## config.mk

```make
export PLATFORM = sky130hd
export DESIGN_NAME = multicycle_ctrl
export DESIGN_NICKNAME = d
export VERILOG_FILES = /design/src/rtl/multicycle_ctrl.sv
export SDC_FILE = /design/constraint.sdc
export NUM_CORES = 1
export LEC_CHECK = 0
export CAP_MARGIN = 20
export CORE_MARGIN = 2
export CORE_UTILIZATION = 35
export DETAILED_ROUTE_END_ITERATION = 10
export PLACE_DENSITY = 0.86
export SLEW_MARGIN = 20
export SYNTH_ARGS = -nofsm -noshare
export SYNTH_HDL_FRONTEND = slang
export SYNTH_SLANG_ARGS = --single-unit
```

## constraint.sdc

```tcl
create_clock -name clk -period 3.3 [get_ports clk]
set_input_delay 0.495 -clock clk [delete_from_list [all_inputs] [get_ports clk]]
set_output_delay 0.495 -clock clk [all_outputs]
set_load 0.02 [all_outputs]
```

## src/rtl/multicycle_ctrl.sv

```systemverilog
// Multi-cycle sequencer for the reduced RISC-V core (ADDI, BNE) with a variable-latency fetch handshake.
// Optional performance counters are enabled by defining PERF_CNT_EN.
module multicycle_ctrl #(
  parameter int WIDTH     = 32,
  parameter int CNT_WIDTH = 32
) (
  input  logic             clk,
  input  logic             rst_n,
  input  logic             run,
  output logic             imem_req,
  input  logic             imem_ready,
  input  logic [WIDTH-1:0] instr,
  input  logic             EQ,
  output logic             ir_en,
  output logic             pc_en,
  output logic             RegWrite,
  output logic             ALUctrl,
  output logic             ALUsrc,
  output logic             ImmSrc,
  output logic             PCsrc,
  output logic             retired,
  output logic             trap
`ifdef PERF_CNT_EN
  ,
  output logic [CNT_WIDTH-1:0] cycle_cnt,
  output logic [CNT_WIDTH-1:0] instr_cnt
`endif
);

  localparam logic [2:0] S_IDLE    = 3'd0;
  localparam logic [2:0] S_FETCH   = 3'd1;
  localparam logic [2:0] S_DECODE  = 3'd2;
  localparam logic [2:0] S_EX_ADDI = 3'd3;
  localparam logic [2:0] S_EX_BNE  = 3'd4;
  localparam logic [2:0] S_TRAP    = 3'd5;

  localparam logic [6:0] OP_IMM    = 7'b0010011;
  localparam logic [6:0] OP_BRANCH = 7'b1100011;

  logic [2:0]       state_q, state_d;
  logic [WIDTH-1:0] ir_q, ir_d;

  // Only opcode and funct3 steer the sequencer; the rest of IR feeds the datapath.
  logic unused_ir_bits;
  assign unused_ir_bits = ^{ir_q[WIDTH-1:15], ir_q[11:7]};

  always_comb begin
    state_d  = state_q;
    ir_d     = ir_q;
    imem_req = 1'b0;
    ir_en    = 1'b0;
    pc_en    = 1'b0;
    RegWrite = 1'b0;
    ALUctrl  = 1'b0;
    ALUsrc   = 1'b0;
    ImmSrc   = 1'b0;
    PCsrc    = 1'b0;
    retired  = 1'b0;
    trap     = 1'b0;
    case (state_q)
      S_IDLE: begin
        if (run) state_d = S_FETCH;
      end
      S_FETCH: begin
        // run is not looked at here so a started fetch always completes.
        imem_req = 1'b1;
        if (imem_ready) begin
          ir_en   = 1'b1;
          ir_d    = instr;
          state_d = S_DECODE;
        end
      end
      S_DECODE: begin
        if (ir_q[6:0] == OP_IMM && ir_q[14:12] == 3'b000)
          state_d = S_EX_ADDI;
        else if (ir_q[6:0] == OP_BRANCH && ir_q[14:12] == 3'b001)
          state_d = S_EX_BNE;
        else
          state_d = S_TRAP;
      end
      S_EX_ADDI: begin
        RegWrite = 1'b1;
        ALUsrc   = 1'b1;
        pc_en    = 1'b1;
        retired  = 1'b1;
        state_d  = run ? S_FETCH : S_IDLE;
      end
      S_EX_BNE: begin
        ALUctrl = 1'b1;
        ImmSrc  = 1'b1;
        pc_en   = 1'b1;
        PCsrc   = ~EQ;
        retired = 1'b1;
        state_d = run ? S_FETCH : S_IDLE;
      end
      S_TRAP: begin
        trap = 1'b1;
      end
      default: begin
        state_d = S_IDLE;
      end
    endcase
  end

  always_ff @(posedge clk or negedge rst_n) begin
    if (!rst_n) begin
      state_q <= S_IDLE;
      ir_q    <= '0;
    end else begin
      state_q <= state_d;
      ir_q    <= ir_d;
    end
  end

`ifdef PERF_CNT_EN
  logic [CNT_WIDTH-1:0] cycle_cnt_q, cycle_cnt_d;
  logic [CNT_WIDTH-1:0] instr_cnt_q, instr_cnt_d;

  always_comb begin
    cycle_cnt_d = cycle_cnt_q;
    instr_cnt_d = instr_cnt_q;
    if (state_q != S_IDLE && state_q != S_TRAP) cycle_cnt_d = cycle_cnt_q + CNT_WIDTH'(1);
    if (retired) instr_cnt_d = instr_cnt_q + CNT_WIDTH'(1);
  end

  always_ff @(posedge clk or negedge rst_n) begin
    if (!rst_n) begin
      cycle_cnt_q <= '0;
      instr_cnt_q <= '0;
    end else begin
      cycle_cnt_q <= cycle_cnt_d;
      instr_cnt_q <= instr_cnt_d;
    end
  end

  assign cycle_cnt = cycle_cnt_q;
  assign instr_cnt = instr_cnt_q;
`else
  logic [CNT_WIDTH-1:0] unused_cnt_w;
  assign unused_cnt_w = '0;
`endif

endmodule

```

==> results.md <==
* Core area at between 1500 and 2000 um2
* WP buf/inv at 2
* Setup TNS at 0 ns
* Avg WL per Cell at around 13 um
* Die H at ~46 um
* Fin. Hold Viols at 0
* Setup violations, final at 0
* FP Rows at 15
* Area grow syn2layout at 43.8%
* Critical path class: in2out
* Crit-path max cell delay at between 0.6 and 0.7 ns
* Post-CTS Setup Bufs at 0
* Synth warn at 0
* Count of state elements after synthesis at 13
* Diodes inserted at 0
* Congestion Overflow GR at 0
* Hold WS at 0.515 ns
* CTS buffer count at 3
* Register-to-register setup slack at 1.73 ns
* Worst-margin pin slew at between 0.5 and 0.6 ns
* GRT Resource Usage Total at around an eighth
* Post-synthesis cell area at a little over 600 um2
* Crit end category: output port
* # hold bufs at CTS at 0
* Post-route clock period utilization at ~74%
* Placed Cells at 89
* RSZ-0062 raised after global routing: no
* Leak pwr at 0.374 nW
* Final Worst Setup Slack at just under 0.9 ns
* Max IR drop VDD at just under 0.4 mV
* Slew Viols, Final at 0
* CTS root buf: clkbuf_4
* Number of remaining DRC errors at 0
* DR pass1 iterations at 4
* Post-CTS Resized at 0
* Setup crit start kind: input port
* FILL cells at between 150 and 200
* Most frequent cells in the layout: clkdlybuf4s50_1, dfrtp_1, mux2_2
* Mapped Nets at 88
* Max Buffers Root-to-Sink at 2
* Clock Latency Late Sink at 0.27 ns
* Fin area at between 800 and 900 um2
* PwrDens at a little under 800 nW/um2
* Number of buffers added on ports at 24
* Clock slew at reported path FFs at around 0.070 ns
* Top delay family on crit path: buffers and inverters
* Die W at 45.8 um
* First DRT Iteration DRCs at 5
* First-pass GRT wire length at approximately 1900 um
* CP cell instances: clkdlybuf4s50_1, nor2b_1, nor2b_1, clkdlybuf4s50_1
* Drt via density at 5.11
* Ratio of cells with drive above 1 in the final layout at between 10% and 20%
* Initial antenna violation count at 0
* Gpl congestion at 0.769
* Instance count of the mapped netlist at slightly above 50
* Worst-case clock skew at ~0.0015 ns
* Register area share after synthesis at between 50% and 60%
* Fmax at 412 MHz
* Avg Inst Size Synth at 12.0 um2
* Dpl ws at about 0.87 ns
* Largest net degree at the start of global routing at 14
* Htree depth at 1
* IO Count at 47
* # nets final at 114
* Hold crit path type: reg2reg
* Post-route minimum period at ~2.4 ns
* CP required at about 2.8 ns
* Placed inst area at 853 um2
* CP arrival at 1.94 ns
* Die ar. at ~2100 um2
* Final WL at about 1200 um
* Vias in the first global route at between 400 and 500
* Final Instance Count excl. Fillers at 93
* MaxCap Viol Count at 0
* Initial core utilization at 36.2%
* Status: complete, no violations
* Cell variety after synth at 20
* CTS tree: done
* Vias at around 480
* Most common cell after layout, fill and taps aside: clkdlybuf4s50_1
* # clock sinks at 13
* Routed Antenna Nets at 0
* Slew headroom at between 60% and 70%
* Critical Path Slowest Stage Cell: clkdlybuf4s50_1
* Crit Path Max Fanout at 2
* Hpwl dp at 896 um
final timing paths:
kind	depth (start not counted)	startpoint	endpoint
max reg2reg	3	ir_q[3]$_DFFE_PN0P_	state_q[2]$_DFFE_PN0P_
min	1	ir_q[1]$_DFFE_PN0P_	ir_q[1]$_DFFE_PN0P_
min in group asynchronous	1	rst_n	ir_q[4]$_DFFE_PN0P_
min reg2reg	1	ir_q[1]$_DFFE_PN0P_	ir_q[1]$_DFFE_PN0P_
max	4	imem_ready	ir_en
max in group asynchronous	1	rst_n	ir_q[2]$_DFFE_PN0P_
per-layer routing:
layer  GRT usage (%)  part of all wire (%)  vias up
met2            22.0                    47       21
met4            6.86                  0.34        0
met5               0                     0        -
met3            2.78                   7.3        2
li1                -                     -      227
met1            13.5                    45      225
worst reg2reg max path: stages, from the launching register on:
cell and delay, ns:
dfrtp_1 0.38, or4_4 0.53, or3_1 0.38, a21o_1 0.18
metrics by stage:
| stage | power [mW] | util [%] |
|---|---|---|
| floorplan | 0.491 | - |
| global placement | 0.589 | 50.5 |
| detailed placement | 0.604 | 50.5 |
| CTS | 0.701 | 52.1 |
| global route | 0.746 | 52.1 |
| finish | 0.693 | 52.1 |
area by class of cell:
class                           count  area [um2]  share of cell area [%]
Clock buffer                        4        26.3                    2.99
Inverter                            3        11.3                    1.28
Multi-Input combinational cell     31         248                    28.2
Tap cell                           17        21.3                    2.42
Sequential cell                    13         325                    37.0
Timing Repair Buffer               25         248                    28.2
cells by family (layout without fill, tap and decap cells):
| kind of cell | Yosys count | in the layout | synth area share (%) |
|---|---|---|---|
| and+or+nand+nor | 16 | 16 | 16.2 |
| DFF | 13 | 13 | 53.2 |
| AOI/OAI and AO/OA | 5 | 5 | 5.93 |
| buffers and inverters | 7 | 32 | 6.34 |
| muxes | 10 | 10 | 18.4 |
sequential cells by signal (all words and copies together), names as in the netlist:
register  count
state_q       3
ir_q         10
Yosys cell counts, drive strengths merged:
master / n / area [um2]
or4b: 1 / 10.0
o21ai: 1 / 5.00
nor2: 4 / 15.0
or4: 1 / 11.3
buf: 4 / 27.5
nor2b: 2 / 12.5
nor3b: 1 / 7.51
a21o: 2 / 15.0
o221ai: 1 / 8.76
and3b: 1 / 8.76
nand2: 2 / 7.51
o21bai: 1 / 7.51
nor3: 1 / 5.00
or3: 1 / 6.26
dfrtp: 13 / 325
nand2b: 1 / 6.26
inv: 3 / 11.3
mux2: 10 / 113
nand4b: 1 / 8.76
power by group:
part | internal, mW | switching, mW | leakage [nW]
registers | 0.237 | 0.0522 | 0.156
logic | 0.176 | 0.132 | 0.203
clock network | 0.0468 | 0.0481 | 0.0150
total | 0.460 | 0.233 | 0.374
No activity file was read; power rests on OpenSTA's default activity.
==> RTL edit (same flow settings) <==
Build with the macro `PERF_CNT_EN` defined.
--- a/src/rtl/multicycle_ctrl.sv
+++ b/src/rtl/multicycle_ctrl.sv
@@ -1,5 +1,7 @@
 // Multi-cycle sequencer for the reduced RISC-V core (ADDI, BNE) with a variable-latency fetch handshake.
 // Optional performance counters are enabled by defining PERF_CNT_EN.
+`define PERF_CNT_EN
+
 module multicycle_ctrl #(
   parameter int WIDTH     = 32,
   parameter int CNT_WIDTH = 32
Function (old outputs only; new: cycle_cnt and instr_cnt): kept (equiv_simple and equiv_induct, registers matched by name and starting in step).
==> RTL edit against the original RTL <==
  * Sequential share of layout area grew 2.7 points
  * Wire length grew to 7.0 times the old value
  * Final area grew to 5.5 times the old value
  * Total power rose to 4.1 times the old value
  * Core utilization down 5.0 points
  * Combinational power increased to 2.7 times the old value
  * Sequential cell count grew 64
  * Highest routed layer unchanged
  * Sequential power grew to 4.5 times the old value
  * Die area grew to 5.4 times the old value
  * Setup slack worse by 410 ps
  * Synthesized area grew to 6.1 times the old value
==> RTL edit: results (changes against the original RTL) <==
CTS
  • Clock slew at reported path FFs: 80 ps
  • H-tree levels: 3 (+2)
  • Clk buf depth: 2 (unchanged)
  • Root Buffer: clkbuf_8
  • Post-CTS Setup Inserts: 0 (unchanged)
  • Number of gates resized after cts: 0 (unchanged)
  • Worst skew pair latency: 340 ps (+70 ps)
  • CTS Buf Count: 9 (+6)

Min path
  • Hold Crit Class: primary input to async pin

Synth
  • Post-synthesis cell type count: 43 (+110%)
  • Area contributors post-synth: dfrtp_1 52%, xor2_1 9.9%, xnor2_1 5.0%
  • Warning count from the yosys run: 0 (unchanged)
  • Post-synth top cells: 77 x dfrtp_1, 42 x xor2_1, 26 x nor3_1
  • Top-area cell type share of the netlist area: 0.520 (-0.0120)
  • Net Count, Synth: 371 (+320%)
  • Async SR Flop Fraction: 1.00 (unchanged)
  • Sequential area share after synthesis: 0.520 (-0.0120)

GRT
  • First-pass GRT wire length: 13,700 um (+640%)
  • Gr usage total: 0.152 (+0.0275)
  • Global routing's busiest layer: met2
  • Largest net degree at the start of global routing: 78 (+64)
  • Routing usage on met1: 0.187 (+0.0519)
  • Met2 GRT Util: 0.258 (+0.0387)
  • GR Layer Usage met3: 0.0413 (+0.0136)
  • Initial antenna violation count: 0 (unchanged)

Power
  • Pleak: 0.00217 uW (+480%)
  • Net Sw Frac: 0.334 (-0.00170)
  • VDD IR-drop max: 0.471 mV (+20%)

Timing
  • Post-route clock skew: 7.16 ps (+5.71 ps)
  • Slew margin rel.: 0.346 (-0.255)

Setup path
  • CP Capture Point: pc_en
  • R2R Setup Slk: 1150 ps (-580 ps)
  • Worst r2r path cells: 4 (+1)
  • Worst Path Arrival: 2340 ps (+400 ps)
  • Worst Setup SP: state_q[1]
  • Critical path peak fanout: 15 (+13)
  • FF-to-FF End: cycle_cnt[28]
  • Reg2Reg Launch Point: state_q[0]

Final layout
  • Ant. Diodes: 0 (unchanged)
  • Final net count: 456 (+300%)
  • Share of cells above drive strength 1: 0.0948 (-0.103)

Route
  • First drt pass iteration count: 4 (unchanged)
  • Vias: 2,789 (+490%)
  • DRT iter0 DRCs: 87 (+82)
  • Routed len/inst: 14.6 um (+16%)

Placement
  • Port bufs: 88 (+270%)
  • Routability cong.: 0.793 (+3.1%)
  • Post-detail-place hpwl: 5760 um (+540%)

Run status
  • Status: completed
-- RTL edit: cell types whose count changed in the layout (fill, tap and decap cells not counted), moves of 9 or more --
cell | before | now
xnor2_1 | 0 | 21
nor4_1 | 0 | 9
clkbuf_8 | 0 | 10
nand2_1 | 2 | 23
and4_1 | 0 | 11
dfrtp_1 | 13 | 77
xor2_1 | 0 | 42
nand3_1 | 0 | 17
nor3_1 | 1 | 26
clkdlybuf4s50_1 | 24 | 87
inv_1 | 3 | 14
-- RTL edit: worst max-delay path, cell delays in order (launching register included) --
cell and delay (ps):
dfrtp_1 550, or3b_1 570, nand2_1 240, clkdlybuf4s50_1 650
-- RTL edit: kinds of logic (layout without fill, tap and decap cells) --
logic type | count (synthesis) | in the layout | synth area share
compound gates | 18 | 18 | 0.0368
xor+xnor | 63 | 63 | 0.149
fa+ha+maj | 2 | 2 | 0.00675
buf+inv | 30 | 120 | 0.0418
flops | 77 | 77 | 0.520
mux | 12 | 12 | 0.0364
simple gates | 130 | 130 | 0.210
-- RTL edit: cell type report --
| class | instances | area (sq um) |
|---|---|---|
| Timing Repair Buffer | 89 | 886 |
| Sequential cell | 77 | 1930 |
| Tap cell | 136 | 170 |
| Clock inverter | 5 | 50.0 |
| Multi-Input combinational cell | 225 | 1630 |
| Fill cell | 930 | 5470 |
| Inverter | 15 | 56.3 |
| Clock buffer | 11 | 141 |
-- RTL edit: per-stage QoR --
step                      setup WS (ps)   util  std cells  area, sq um
after CTS                           437  0.470        558         4860
after global placement              861  0.452        542         4660
after detailed placement            831  0.452        542         4660
after global routing                358  0.470        558         4860
final                               463  0.470        558         4860
after floorplan                    1370      -        332         3710
-- RTL edit: per-layer routing --
metal / vias to the layer above / part of all wire
met5: - / 0
met4: 0 / 0.011
met3: 8 / 0.044
met2: 62 / 0.51
met1: 1388 / 0.43
li1: 1331 / -
-- RTL edit: worst min path at each step --
stage / to / slack, ps / cells after the start
2_1_floorplan: cycle_cnt[0] / 200 / 0
3_3_place_gp: instr_cnt[31] / 460 / 1
3_5_place_dp: instr_cnt[31] / 460 / 1
4_1_cts: cycle_cnt[7] / 340 / 1
5_1_grt: cycle_cnt[16] / 380 / 1
6_report: cycle_cnt[16] / 280 / 1
-- RTL edit: power groups by stage --
stage                     combinational (uW)  sequential, uW  clock, uW
after floorplan                          505            1310          0
after global placement                   808            1290          0
after detailed placement                 828            1300          0
after CTS                                833            1290        735
after global routing                     896            1320        784
final                                    822            1290        710
